File: src/rtl/fetch_pkg.sv
// Shared definitions for the k11 instruction-fetch stage.
package fetch_pkg;

    localparam logic [31:0] RESET_PC_DEFAULT = 32'h0000_0000;
    localparam int unsigned DEPTH_DEFAULT    = 2;

    // One buffered instruction as presented to decode.
    typedef struct packed {
        logic [31:0] pc;
        logic [31:0] inst;
    } fetch_entry_t;

    function automatic logic [31:0] word_align(input logic [31:0] addr);
        return {addr[31:2], 2'b00};
    endfunction

endpackage

File: src/rtl/fetch_fifo.sv
// Small synchronous FIFO with flush, occupancy count and a registered head.
module fetch_fifo #(
    parameter int unsigned WIDTH = 32,
    parameter int unsigned DEPTH = 2
) (
    input  logic                       clk,
    input  logic                       rst,
    input  logic                       i_push,
    input  logic                       i_pop,
    input  logic                       i_flush,
    input  logic [WIDTH-1:0]           i_data,
    output logic [$clog2(DEPTH+1)-1:0] o_count,
    output logic                       o_valid,
    output logic [WIDTH-1:0]           o_data
);
    localparam int unsigned PTR_W = (DEPTH > 1) ? $clog2(DEPTH) : 1;
    localparam int unsigned CNT_W = $clog2(DEPTH + 1);
    localparam logic [PTR_W-1:0] LAST_PTR = PTR_W'(DEPTH - 1);

    logic [WIDTH-1:0] r_mem [DEPTH];
    logic [PTR_W-1:0] r_wr_ptr;
    logic [PTR_W-1:0] r_rd_ptr;
    logic [CNT_W-1:0] r_count;
    logic             r_valid;
    logic [WIDTH-1:0] r_head;

    logic             w_do_pop;
    logic [PTR_W-1:0] w_wr_inc;
    logic [PTR_W-1:0] w_rd_inc;
    logic [PTR_W-1:0] w_rd_next;
    logic [CNT_W-1:0] w_count_next;

    assign w_do_pop     = i_pop & (r_count != '0);
    assign w_wr_inc     = (r_wr_ptr == LAST_PTR) ? '0 : r_wr_ptr + PTR_W'(1);
    assign w_rd_inc     = (r_rd_ptr == LAST_PTR) ? '0 : r_rd_ptr + PTR_W'(1);
    assign w_rd_next    = w_do_pop ? w_rd_inc : r_rd_ptr;
    assign w_count_next = r_count + CNT_W'(i_push) - CNT_W'(w_do_pop);

    always_ff @(posedge clk) begin
        if (i_push && !i_flush) begin
            r_mem[r_wr_ptr] <= i_data;
        end
    end

    // Head is precomputed so the consumer sees a flop, not the storage mux.
    always_ff @(posedge clk) begin
        if (rst) begin
            r_wr_ptr <= '0;
            r_rd_ptr <= '0;
            r_count  <= '0;
            r_valid  <= 1'b0;
            r_head   <= '0;
        end else if (i_flush) begin
            r_wr_ptr <= '0;
            r_rd_ptr <= '0;
            r_count  <= '0;
            r_valid  <= 1'b0;
        end else begin
            r_wr_ptr <= i_push ? w_wr_inc : r_wr_ptr;
            r_rd_ptr <= w_rd_next;
            r_count  <= w_count_next;
            r_valid  <= (w_count_next != '0);
            if (w_count_next != '0) begin
                r_head <= (i_push && (r_wr_ptr == w_rd_next)) ? i_data : r_mem[w_rd_next];
            end
        end
    end

    assign o_count = r_count;
    assign o_valid = r_valid;
    assign o_data  = r_head;

endmodule

File: src/rtl/fetch.sv
// Instruction fetch: owns the PC, issues credited word reads and buffers
// returned instructions for decode; a redirect flushes and drops stale data.
module fetch
    import fetch_pkg::*;
#(
    parameter logic [31:0] RESET_PC = RESET_PC_DEFAULT,
    parameter int unsigned DEPTH    = DEPTH_DEFAULT
) (
    input  logic        clk,
    input  logic        rst,
    output logic        imem_req_o,
    output logic [31:0] imem_addr_o,
    input  logic        imem_gnt_i,
    input  logic        imem_rvalid_i,
    input  logic [31:0] imem_rdata_i,
    input  logic        redirect_i,
    input  logic [31:0] redirect_pc_i,
    output logic        valid_ro,
    input  logic        ready_i,
    output logic [31:0] pc_ro,
    output logic [31:0] inst_ro
);
    localparam int unsigned CNT_W = $clog2(DEPTH + 1);
    localparam int unsigned SUM_W = CNT_W + 1;
    localparam int unsigned ENT_W = $bits(fetch_entry_t);

    logic [31:0]      r_fetch_pc;
    logic [CNT_W-1:0] r_drop_cnt;

    logic [CNT_W-1:0] w_outstanding;
    logic [CNT_W-1:0] w_fifo_count;
    logic [CNT_W-1:0] w_out_next;
    logic             w_gnt;
    logic             w_keep;
    logic             w_pcq_valid;
    logic [31:0]      w_pcq_pc;
    logic             w_out_valid;
    fetch_entry_t     w_push_entry;
    fetch_entry_t     w_head;

    // A request only goes out when its response is guaranteed a FIFO slot.
    assign imem_req_o  = ~rst & ~redirect_i &
                         ((SUM_W'(w_outstanding) + SUM_W'(w_fifo_count)) < SUM_W'(DEPTH));
    assign imem_addr_o = r_fetch_pc;

    assign w_gnt        = imem_gnt_i & imem_req_o;
    assign w_keep       = imem_rvalid_i & (r_drop_cnt == '0) & ~redirect_i;
    assign w_out_next   = w_outstanding + CNT_W'(w_gnt) - CNT_W'(imem_rvalid_i);
    assign w_push_entry = '{pc: w_pcq_pc, inst: imem_rdata_i};

    // PCs of granted requests; its occupancy is the outstanding count.
    fetch_fifo #(
        .WIDTH (32),
        .DEPTH (DEPTH)
    ) u_pc_queue (
        .clk     (clk),
        .rst     (rst),
        .i_push  (w_gnt),
        .i_pop   (imem_rvalid_i),
        .i_flush (1'b0),
        .i_data  (r_fetch_pc),
        .o_count (w_outstanding),
        .o_valid (w_pcq_valid),
        .o_data  (w_pcq_pc)
    );

    fetch_fifo #(
        .WIDTH (ENT_W),
        .DEPTH (DEPTH)
    ) u_out_fifo (
        .clk     (clk),
        .rst     (rst),
        .i_push  (w_keep),
        .i_pop   (ready_i & ~redirect_i),
        .i_flush (redirect_i),
        .i_data  (w_push_entry),
        .o_count (w_fifo_count),
        .o_valid (w_out_valid),
        .o_data  (w_head)
    );

    always_ff @(posedge clk) begin
        if (rst) begin
            r_fetch_pc <= RESET_PC;
        end else if (redirect_i) begin
            r_fetch_pc <= word_align(redirect_pc_i);
        end else if (w_gnt) begin
            r_fetch_pc <= r_fetch_pc + 32'd4;
        end
    end

    // Everything still in flight at a redirect belongs to the old path.
    always_ff @(posedge clk) begin
        if (rst) begin
            r_drop_cnt <= '0;
        end else if (redirect_i) begin
            r_drop_cnt <= w_out_next;
        end else if (imem_rvalid_i && (r_drop_cnt != '0)) begin
            r_drop_cnt <= r_drop_cnt - CNT_W'(1);
        end
    end

    assign valid_ro = w_out_valid;
    assign pc_ro    = w_head.pc;
    assign inst_ro  = w_head.inst;

    a_gnt_needs_req: assert property (@(posedge clk) disable iff (rst)
        imem_gnt_i |-> imem_req_o);
    a_rvalid_needs_outstanding: assert property (@(posedge clk) disable iff (rst)
        imem_rvalid_i |-> w_pcq_valid);

endmodule
File: config.mk
export PLATFORM = sky130hd
export DESIGN_NAME = fetch
export DESIGN_NICKNAME = d
export VERILOG_FILES = /design/src/rtl/fetch_pkg.sv /design/src/rtl/fetch_fifo.sv /design/src/rtl/fetch.sv
export SDC_FILE = /design/constraint.sdc
export NUM_CORES = 1
export LEC_CHECK = 0
export ABC_AREA = 1
export BUFFER_PORTS_ARGS = -buffer_cell sky130_fd_sc_hd__buf_2
export CAP_MARGIN = 0
export CORE_AREA = 5 5 169 171
export DETAILED_ROUTE_END_ITERATION = 7
export DIE_AREA = 0 0 174 176
export MAX_ROUTING_LAYER = met4
export PLACE_DENSITY = 0.79
export SETUP_SLACK_MARGIN = 0.1
export SLEW_MARGIN = 0
export SYNTH_ARGS = -nofsm -noshare
export SYNTH_HDL_FRONTEND = slang
export SYNTH_HIERARCHICAL = 1
export SYNTH_SLANG_ARGS = --single-unit
File: constraint.sdc
create_clock -name clk -period 7.6 [get_ports clk]
set_input_delay 0.38 -clock clk [delete_from_list [all_inputs] [get_ports clk]]
set_output_delay 0.38 -clock clk [all_outputs]
set_load 0.03 [all_outputs]
* Word level (Yosys, flattened, before mapping)
Memories as Yosys holds them, arrays and structs flattened. A register that Yosys moved wholly into a read port is not among the register bits. Cells that the tools add are included.
Word-level totals: memory bits (writable) 192, memories 2, input bits 70, register bits after elaboration 43, word-level logic and storage cells 62
Operators by class: $add $sub $neg 12, mux-type cells 14, bitwise operators 10, magnitude comparators 1, reductions and logical operators 13
Memories:
- u_out_fifo.r_mem | depth 2, bits a word 64, rd ports 1, clocked after Yosys merged registers in 1, write ports 1, RTL line fetch_fifo.sv:20 | logic [WIDTH-1:0] r_mem [DEPTH];
- u_pc_queue.r_mem | depth 2, bits a word 32, rd ports 1, clocked after Yosys merged registers in 1, write ports 1, RTL line fetch_fifo.sv:20
Operator list (count):
- $mux 32 | 2
- $add 32x3->32 const B | 1
- $reduce_bool 2->1 | 7
- $mux 1 | 10
- $and 1x1->1 | 8
- $sub 2x1->2 | 3
- $add 1x1->1 const B | 4
- $add 2x1->2 | 2
- $mux 2 | 2
- $add 2x2->3 | 1
- $lt 3x2->1 const B | 1
- $logic_and 1x1->1 | 2
- $logic_not 2->1 | 1
- $not 1->1 | 2
- $reduce_and 2->1 | 1
- $reduce_or 2->1 | 1
- $sub 2x1->2 const B | 1
- $logic_not 1->1 | 1

* Depth between registers and ports, before layout
Gate-level depths: netlist (run 1).
depth after elaboration 7, depth in mapped cells 17, depth with buffers taken out 15

* Hierarchy
Netlist (run 1), hierarchy kept.
By module, submodules not included:
- fetch_fifo (u_out_fifo) | times used 1, cells an instance 942, area each 8574.5 um^2
- fetch_fifo (u_pc_queue) | times used 1, cells an instance 497, area each 4473.0 um^2
- fetch | times used 1, cells an instance 411, area each 2441.1 um^2

* Worst setup path before layout (run 1)
Ideal clock, no wire load.
path type input to register, start point input port redirect_i, end point memory u_out_fifo/r_mem[1][0] (netlist bit) (enable), path slack 1690 ps, arrival time 5345 ps, cell stages on the path 5, setup time 565 ps, path through buf_2 buf_1 nor2_1 inv_1 nor3_1
On the way: cells in the longest elaborated chain, start to end 5, elaborated cells between the ends (all ways) 6, those cells by class 2 x mux; 2 x bitwise; 2 x reduce/logical
Ends and longest elaborated chain:
- from (decl) | RTL line fetch.sv:16 | input logic redirect_i,
- $not 1->1 (no source line)
- $and 1x1->1 | RTL line fetch.sv:47 | assign w_keep = imem_rvalid_i & (r_drop_cnt == '0) & ~redirect_i;
- named net w_keep | RTL line fetch.sv:34 | logic w_keep;
- $logic_and 1x1->1 | RTL line fetch_fifo.sv:40 | if (i_push && !i_flush) begin
- $mux 1 | RTL line fetch_fifo.sv:40
- $mux 1 (implied by the code) | RTL line fetch_fifo.sv:41 | r_mem[r_wr_ptr] <= i_data;
- to (decl) | RTL line fetch_fifo.sv:20
The timed path passes the listed nets, and every way through them passes these cells.

* Worst setup path in the final report (run 1)
start point register u_pc_queue.r_count[1] (netlist: u_pc_queue/o_count[1]), end point memory u_pc_queue.r_mem[2][22] (netlist: u_pc_queue/r_mem[1][22]) (enable)
On the way: cells in the longest elaborated chain, start to end 6
Ends and longest elaborated chain:
- from (decl) | RTL line fetch_fifo.sv:23 | logic [CNT_W-1:0] r_count;
- from (signal assigned) | RTL line fetch_fifo.sv:61 | r_count <= w_count_next;
- $add 2x2->3 | RTL line fetch.sv:43 | ((SUM_W'(w_outstanding) + SUM_W'(w_fifo_count)) < SUM_W'(DEPTH));
- $lt 3x2->1 | RTL line fetch.sv:43
- $and 1x1->1 | RTL line fetch.sv:42 | assign imem_req_o = ~rst & ~redirect_i &
- $and 1x1->1 | RTL line fetch.sv:46 | assign w_gnt = imem_gnt_i & imem_req_o;
- $mux 1 | RTL line fetch_fifo.sv:40
- $mux 1 (implied by the code) | RTL line fetch_fifo.sv:41
- to (decl) | RTL line fetch_fifo.sv:20
No other way between the ends.

==> results.json, run 1 <==
{
  "post-dp-hpwl_um": 21500,
  "cts_tree": "done",
  "antennaDiodeCount": 0,
  "hold_viol": 0,
  "power.density_nw_per_um2": 240,
  "cts_resized": 0,
  "finalSetupTns_ns": 0,
  "crit_fanout": 30,
  "outcome": "finished clean",
  "place_area_um2": 16300,
  "drive_above_1_share_pct": 14.1,
  "cts_buffers": 35,
  "startpoint_type": "register",
  "grt_pass1_vias": 12400,
  "min_period_ns": 3.49,
  "period_share_pct": 45.9,
  "cts_post_setup_buffers_inserted": 0,
  "drv_cap": 0,
  "layout_commonest_cell": "nand2_1",
  "fin_area_um2": 17500,
  "pre_cts_ws_ns": 4.04,
  "pin_count": 168,
  "grt_max_degree": 97,
  "fin_ws_ns": 4.11,
  "slew_headroom_pct": 20.2,
  "finClkSkew_ns": 0.0207,
  "rsz0062_at_grt": "no",
  "detail-route-antenna-nets": 0,
  "leakage_nw": 7.93,
  "wl_um": 36400,
  "hp-class": "in2reg",
  "crit_type": "reg2reg",
  "place_congestion": 0.914,
  "ctsHtreeMaxLevel": 2,
  "layout.nets": 2052,
  "grt_overflow": 0,
  "drt_drc_violations_left": 0,
  "std_cell_rows": 60,
  "syn_area_per_cell_um2": 8.37,
  "end_kind": "register",
  "layout_common_cells": "nand2_1 (621), inv_1 (281), nand3_1 (247)",
  "start_util_pct": 57.9,
  "antenna_found_initial": 0,
  "ir_drop_v": 0.000162,
  "die_h_um": 176,
  "slew_viol_final": 0,
  "max_clock_freq_mhz": 287,
  "grt.total_usage_pct": 24.0,
  "core-area_um2": 26700,
  "ctsHoldBuffers": 0,
  "required_ns": 7.77,
  "worstMarginPinSlew_ns": 1.20,
  "grt_first_pass_wirelength_um": 59800,
  "areaGrowthSynthToFinish_pct": 12.9,
  "dieWidth_um": 174,
  "port_buffers": 163,
  "ys_warn_count": 6,
  "die-area_um2": 30600,
  "drt_iter0_markers": 1008,
  "hold_ws_ns": 0.0711,
  "clk_latency_ns": 0.51,
  "cts.clk_slew.worst_paths_ns": 0.06,
  "wl_per_cell_um": 15.6,
  "setup_viol": 0,
  "clockBufferDepth": 3,
  "arrival_ns": 3.66,
  "avgViaCountPerCell": 5.39,
  "fin_util_pct": 65.3,
  "num_vias": 12600,
  "drt_pre_antenna_iters": 5,
  "netlist_area_um2": 15500,
  "synth_cells": 1848,
  "cts.sinks": 329,
  "cts_root_buffer": "clkbuf_16"
}
-- cell type report --
| cell class | count | area, um^2 |
|---|---|---|
| timing repair buffer | 174 | 901 |
| fill | 2121 | 9260 |
| tap | 341 | 427 |
| multi-input combinational | 1144 | 5400 |
| clock inverter | 14 | 144 |
| inverter | 289 | 1090 |
| clock buffer | 49 | 988 |
| sequential | 329 | 8510 |
-- power by group --
part           switching [mW]  total [mW]  internal (mW)  leakage [nW]
clock network           0.671        1.65          0.981         0.559
logic                   0.340       0.489          0.150          4.49
registers              0.0688        2.05           1.98          2.89
-- worst paths after layout --
check	from	to	slack (ns)	cells after the start
min	imem_rdata_i[0]	u_out_fifo/r_mem[1][0]	0.07	1
max reg2reg	u_pc_queue/o_count[1]	u_pc_queue/r_mem[1][22]	4.11	7
min reg2reg	u_pc_queue/o_data[28]	u_out_fifo/r_mem[1][60]	0.46	0
max	u_pc_queue/o_count[1]	u_pc_queue/r_mem[1][22]	4.11	7
-- state kept, by name, indices dropped and copies added, names as in the netlist --
name                 count
u_out_fifo/r_mem       128
u_out_fifo/o_data       64
u_pc_queue/r_mem        64
u_pc_queue/o_data       32
imem_addr_o             30
r_drop_cnt               2
u_out_fifo/o_count       2
u_pc_queue/o_count       2
u_out_fifo/o_valid       1
u_out_fifo/r_rd_ptr      1
u_out_fifo/r_wr_ptr      1
u_pc_queue/r_rd_ptr      1
u_pc_queue/r_wr_ptr      1
-- through the flow --
step | power (mW) | instances
floorplan | 2.42 | 1860
global placement | 2.55 | 2277
detailed placement | 2.57 | 2277
CTS | 4.22 | 2340
global route | 4.36 | 2340
finish | 4.19 | 2340
-- critical path, cell delays in order, from the launching register on --
cell and delay (ns):
dfxtp_1 0.54, fa_1 0.50, nor2_4 0.15, nand4_4 0.20
clkinv_2 0.42, inv_1 0.17, nor3_2 0.71, buf_4 0.44
-- metal layers --
| layer | GRT usage (%) | routed length (um) |
|---|---|---|
| met1 | 31.1 | 15700 |
| met2 | 40.2 | 17400 |
| met3 | 2.98 | 2610 |
| met4 | 6.83 | 811 |
| met5 | - | 0 |
Note: power is estimated with default switching activity, not from simulation.
==> inputs of run 2 (changes only) <==
Settings changed: CORE_AREA 5 5 169 171 to 5 5 177 179, DIE_AREA 0 0 174 176 to 0 0 182 184, PLACE_DENSITY 0.79 to 0.76.
Clock period 7.6 ns to 2.9 ns, I/O delays scaled along.
==> run 2 against run 1 <==
Effect of this change:
- hold slack worse by 0.049 ns
- critical path depth is 1 higher
- critical endpoint is now u_pc_queue/r_mem[0][12]
- global-route usage is 1.2 points lower
- clock-buffer cell count is 3 lower
- combinational power grew to 2.8 times the previous value
- die area is 9.4% higher
- final cell count is 4.7% higher
- via count is 1.4% higher
- final area is 4.4% higher
- total power grew to 2.7 times the previous value
- highest routed layer unchanged
- flip-flop and latch count stayed put
- critical path type unchanged
==> results.json, run 2 (synthesized netlist as in run 1, its figures left out) <==
{
  "finClkSkew_ns": 0.0220,
  "grt.total_usage_pct": 22.7,
  "hold_depth": 5,
  "crit_type": "reg2reg",
  "regMostFlops": "u_out_fifo/r_mem",
  "port_buffers": 163,
  "slew_viol_final": 0,
  "die-area_um2": 33500,
  "hold_viol": 0,
  "antennaDiodeCount": 0,
  "grt_overflow": 0,
  "period_share_pct": 90.0,
  "wl_per_cell_um": 15.5,
  "min_period_ns": 2.61,
  "place_inst": 2335,
  "cts_root_buffer": "clkbuf_16",
  "drt_pre_antenna_iters": 5,
  "post-dp-hpwl_um": 22300,
  "startpoint_type": "register",
  "grt_max_degree": 98,
  "final_cell_count_no_fill": 2451,
  "antenna_found_initial": 0,
  "cts_tree": "done",
  "drv_cap": 0,
  "layout_common_cells": "nand2_1 (621), inv_1 (281), nand3_1 (247)",
  "clk_latency_ns": 0.52,
  "drt_iter0_markers": 867,
  "slew_headroom_pct": 26.6,
  "rsz0062_at_grt": "no",
  "leakage_nw": 8.23,
  "largest_reg_flops": 128,
  "clockBufferDepth": 3,
  "place_area_um2": 16600,
  "max_clock_freq_mhz": 383,
  "cts.sinks": 329,
  "layout_commonest_cell": "nand2_1",
  "required_ns": 3.09,
  "areaGrowthSynthToFinish_pct": 17.9,
  "die_h_um": 184,
  "fin_area_um2": 18200,
  "dieWidth_um": 182,
  "outcome": "finished clean",
  "cts.clk_slew.worst_paths_ns": 0.06,
  "setup_viol": 0,
  "ir_drop_v": 0.000429,
  "worstMarginPinSlew_ns": 1.10,
  "ctsHtreeMaxLevel": 2,
  "place_congestion": 0.887,
  "drt_drc_violations_left": 0,
  "start_util_pct": 52.6,
  "layout.nets": 2113,
  "core-area_um2": 29400,
  "arrival_ns": 2.80,
  "drive_above_1_share_pct": 14.0,
  "pin_count": 168,
  "std_cell_rows": 63,
  "cts_buffers": 36,
  "end_kind": "register",
  "power.density_nw_per_um2": 610,
  "grt_pass1_vias": 12600,
  "worstRegToRegCells": 8,
  "detail-route-antenna-nets": 0,
  "avgViaCountPerCell": 5.22,
  "grt_first_pass_wirelength_um": 62000,
  "crit_fanout": 32,
  "hp-class": "in2reg",
  "wl_um": 37900,
  "num_vias": 12800
}
-- run 2: changes by cell type in the layout (fill, tap and decap cells not counted), sizes merged --
cell and delta:
bufinv +1, dlygate4sd3 +51, clkbuf -3, clkinv +4, buf +9
-- run 2: area by class of cell --
| type | instances | area [um^2] |
|---|---|---|
| Multi-Input combinational cell | 1144 | 5420 |
| Timing Repair Buffer | 234 | 1570 |
| Fill cell | 2381 | 11200 |
| Tap cell | 390 | 488 |
| Inverter | 289 | 1100 |
| Clock inverter | 19 | 179 |
| Clock buffer | 46 | 958 |
| Sequential cell | 329 | 8510 |
-- run 2: worst max-delay path: stages, from the launching register on --
cell	delay (ns)
dfxtp_1	0.48
fa_1	0.50
nor2_4	0.15
nand4_4	0.18
clkinv_2	0.12
buf_4	0.32
nand2_1	0.17
nor2_4	0.13
buf_12	0.21
-- run 2: stage by stage --
| step | TNS (ns) | util [%] | setup slack, ns | power (mW) | hold slack [ns] |
|---|---|---|---|---|---|
| 2_1_floorplan | -11.13 | - | -0.348 | 6.35 | 0.244 |
| 3_3_place_gp | 0 | 56.3 | 0.169 | 6.71 | 0.348 |
| 3_5_place_dp | 0 | 56.3 | 0.0654 | 6.75 | 0.352 |
| 4_1_cts | 0 | 62.0 | 0.116 | 11.2 | 0.00610 |
| 5_1_grt | 0 | 62.0 | 0.107 | 11.6 | 0.0346 |
| 6_report | 0 | 62.0 | 0.291 | 11.1 | 0.0219 |
-- run 2: repair_timing --
item | CTS | global route
setup buffers | 0 | 0
setup endpoints to repair | 14 | 109
resized for setup | 1 | 6
hold endpoints to repair | 104 | 0
hold buffers | 51 | 0
-- run 2: path summary, 6_finish.rpt --
path	startpoint	to	slack [ns]
max	u_out_fifo/o_count[1]	u_pc_queue/r_mem[0][12]	0.29
min	redirect_pc_i[26]	imem_addr_o[26]	0.02
max reg2reg	u_out_fifo/o_count[1]	u_pc_queue/r_mem[0][12]	0.29
min reg2reg	u_pc_queue/o_data[7]	u_out_fifo/r_mem[0][39]	0.47
-- run 2: where the power goes --
part	internal (mW)	switching [mW]
combinational	0.451	0.911
sequential	5.18	0.184
clock	2.61	1.77
total	8.24	2.87
-- run 2: per-layer routing --
metal / routed length (um) / GRT usage (%) / part of all wire, %
met5: 0 / - / 0
met2: 18100 / 38.0 / 48
met3: 2840 / 3.28 / 7.5
met1: 16400 / 29.5 / 43
met4: 618 / 5.70 / 1.6
==> inputs of run 3 (changes only) <==
Settings changed: GPL_TIMING_DRIVEN set to 0, PLACE_DENSITY 0.76 to 0.85.
==> run 3 against run 2 <==
Effect of this change:
- sequential power about the same
- routed wire length increased by 5.3%
- global-route usage increased by 1.2 points
- total power increased by 0.60%
- flip-flop and latch count unchanged
- die area unchanged
- final cell count increased by 4.0%
- clock-buffer cell count decreased by 2
- utilization increased by 2.0 points
- hold slack got worse by 0.0024 ns
- fmax decreased by 3.2%
- combinational power increased by 6%
- critical path type unchanged
==> results.json, run 3 (synthesized netlist as in run 1, its figures left out) <==
{
  "wl_um": 39900,
  "num_vias": 13400,
  "layout_common_cells": "nand2_1 (622), inv_1 (281), nand3_1 (247)",
  "clockBufferDepth": 3,
  "leakage_nw": 8.56,
  "end_kind": "register",
  "antennaDiodeCount": 0,
  "min_period_ns": 2.70,
  "die_h_um": 184,
  "outcome": "finished clean",
  "wl_per_cell_um": 15.7,
  "required_ns": 3.37,
  "cts_root_buffer": "clkbuf_16",
  "r2r_end": "u_pc_queue/o_data[27]",
  "antenna_found_initial": 0,
  "setup_viol": 0,
  "grt_pass1_vias": 13100,
  "drt_pre_antenna_iters": 8,
  "core-area_um2": 29400,
  "regMostFlops": "u_out_fifo/r_mem",
  "place_inst": 2420,
  "grt_max_degree": 31,
  "drt_iter0_markers": 979,
  "place_congestion": 0.922,
  "clk_latency_ns": 0.52,
  "avgViaCountPerCell": 5.26,
  "rsz0062_at_grt": "yes",
  "fin_ws_ns": 0.205,
  "final_cell_count_no_fill": 2548,
  "drt_drc_violations_left": 0,
  "finClkSkew_ns": 0.0190,
  "r2r-start": "u_out_fifo/o_count[0]",
  "slew_viol_final": 0,
  "port_buffers": 163,
  "grt_overflow": 0,
  "arrival_ns": 3.17,
  "cts.sinks": 329,
  "cts_tree": "done",
  "grt.total_usage_pct": 24.0,
  "largest_reg_flops": 128,
  "startpoint_type": "register",
  "crit_type": "reg2reg",
  "worstMarginPinSlew_ns": 0.746,
  "pin_count": 168,
  "detail-route-antenna-nets": 0,
  "period_share_pct": 92.9,
  "dieWidth_um": 182,
  "worstHoldStart": "redirect_pc_i[30]",
  "start_util_pct": 52.6,
  "r2r_slack_ns": 0.20,
  "layout.nets": 2211,
  "hold_viol": 0,
  "max_clock_freq_mhz": 371,
  "grt_first_pass_wirelength_um": 64500,
  "ir_drop_v": 0.000366,
  "cts.clk_slew.worst_paths_ns": 0.06,
  "min_to": "imem_addr_o[30]",
  "die-area_um2": 33500,
  "cts_buffers": 34,
  "pre_cts_ws_ns": -0.397,
  "hp-class": "in2reg",
  "worstRegToRegCells": 14,
  "slew_headroom_pct": 50.3,
  "drv_cap": 0,
  "areaGrowthSynthToFinish_pct": 21.6,
  "std_cell_rows": 63,
  "layout_commonest_cell": "nand2_1",
  "drive_above_1_share_pct": 16.5,
  "power.density_nw_per_um2": 594,
  "post-dp-hpwl_um": 27200,
  "crit_fanout": 12,
  "hold_depth": 5,
  "ctsHtreeMaxLevel": 2
}
-- run 3: cell types whose count changed in the layout (fill, tap and decap cells not counted), sizes merged --
cell         change
bufinv           +1
dlygate4sd3      +5
clkinv           -3
buf             +60
inv              +2
clkbuf          +31
nor2             +1
-- run 3: layout make-up --
cell class                      instances  area (um^2)
Timing Repair Buffer                  234         1600
Timing Repair inverter                  1         5.00
Sequential cell                       329         8510
Clock buffer                           44          898
Tap cell                              390          488
Multi-Input combinational cell       1145         5430
Buffer                                 98          563
Inverter                              289         1100
Clock inverter                         18          206
Fill cell                            2252        10600
-- run 3: worst max-delay path: stages, from the launching register on --
cell and delay, ns:
dfxtp_2 0.37, nand2_1 0.06, inv_1 0.07, fa_1 0.45
nor2_4 0.16, nand4_4 0.15, clkinv_4 0.12, buf_8 0.16
inv_1 0.12, nor2_4 0.18, buf_1 0.39, nand3_1 0.15
nand3_1 0.14, nand2_1 0.07, inv_1 0.05
-- run 3: report_power, final --
part / switching, mW / total, mW / internal [mW] / leakage [nW]
Sequential: 0.188 / 5.37 / 5.18 / 2.89
Combinational: 0.945 / 1.44 / 0.496 / 5.13
Clock: 1.80 / 4.37 / 2.56 / 0.539
Total: 2.94 / 11.2 / 8.24 / 8.56
-- run 3: repair_timing --
item | in CTS | in global routing
hold buffers | 56 | 0
setup buffers | 3 | 5
gates resized for setup | 10 | 12
endpoints found under the setup margin | 96 | 123
pin swaps | 1 | 0
endpoints found under the hold margin | 108 | 0
cloned | 1 | 1
-- run 3: metal layers --
layer | vias up | track usage (%) | wire (um)
met5 | - | - | 0
met4 | 0 | 6.99 | 873
met3 | 71 | 3.98 | 3390
met2 | 617 | 40.8 | 19600
met1 | 6182 | 29.7 | 16100
li1 | 6527 | - | -
-- run 3: metrics by stage --
stage                     hold WS, ns  utilization [%]  TNS (ns)  cell area (um^2)  power [mW]
after floorplan                 0.244                -    -11.13             15500        6.35
after global placement          0.351             57.3   -153.39             16800        6.74
after detailed placement        0.355             57.8    -43.85             17000        6.80
after CTS                     0.00129             63.7         0             18700        11.2
after global routing           0.0267             64.0         0             18800        11.6
final                          0.0195             64.0         0             18800        11.2
-- run 3: worst max-delay path by stage --
stage,slack (ns),endpoint,startpoint
detailed placement,-0.40,u_pc_queue/r_mem[1][27],u_pc_queue/o_count[1]
floorplan,-0.35,u_pc_queue/r_mem[1][0],u_pc_queue/o_count[1]
finish,0.20,u_pc_queue/o_data[27],u_out_fifo/o_count[0]
global route,0.08,u_pc_queue/o_data[30],u_out_fifo/o_count[0]
global placement,-1.22,u_pc_queue/r_mem[1][26],u_out_fifo/o_count[1]
CTS,0.14,u_pc_queue/o_data[30],u_out_fifo/o_count[0]
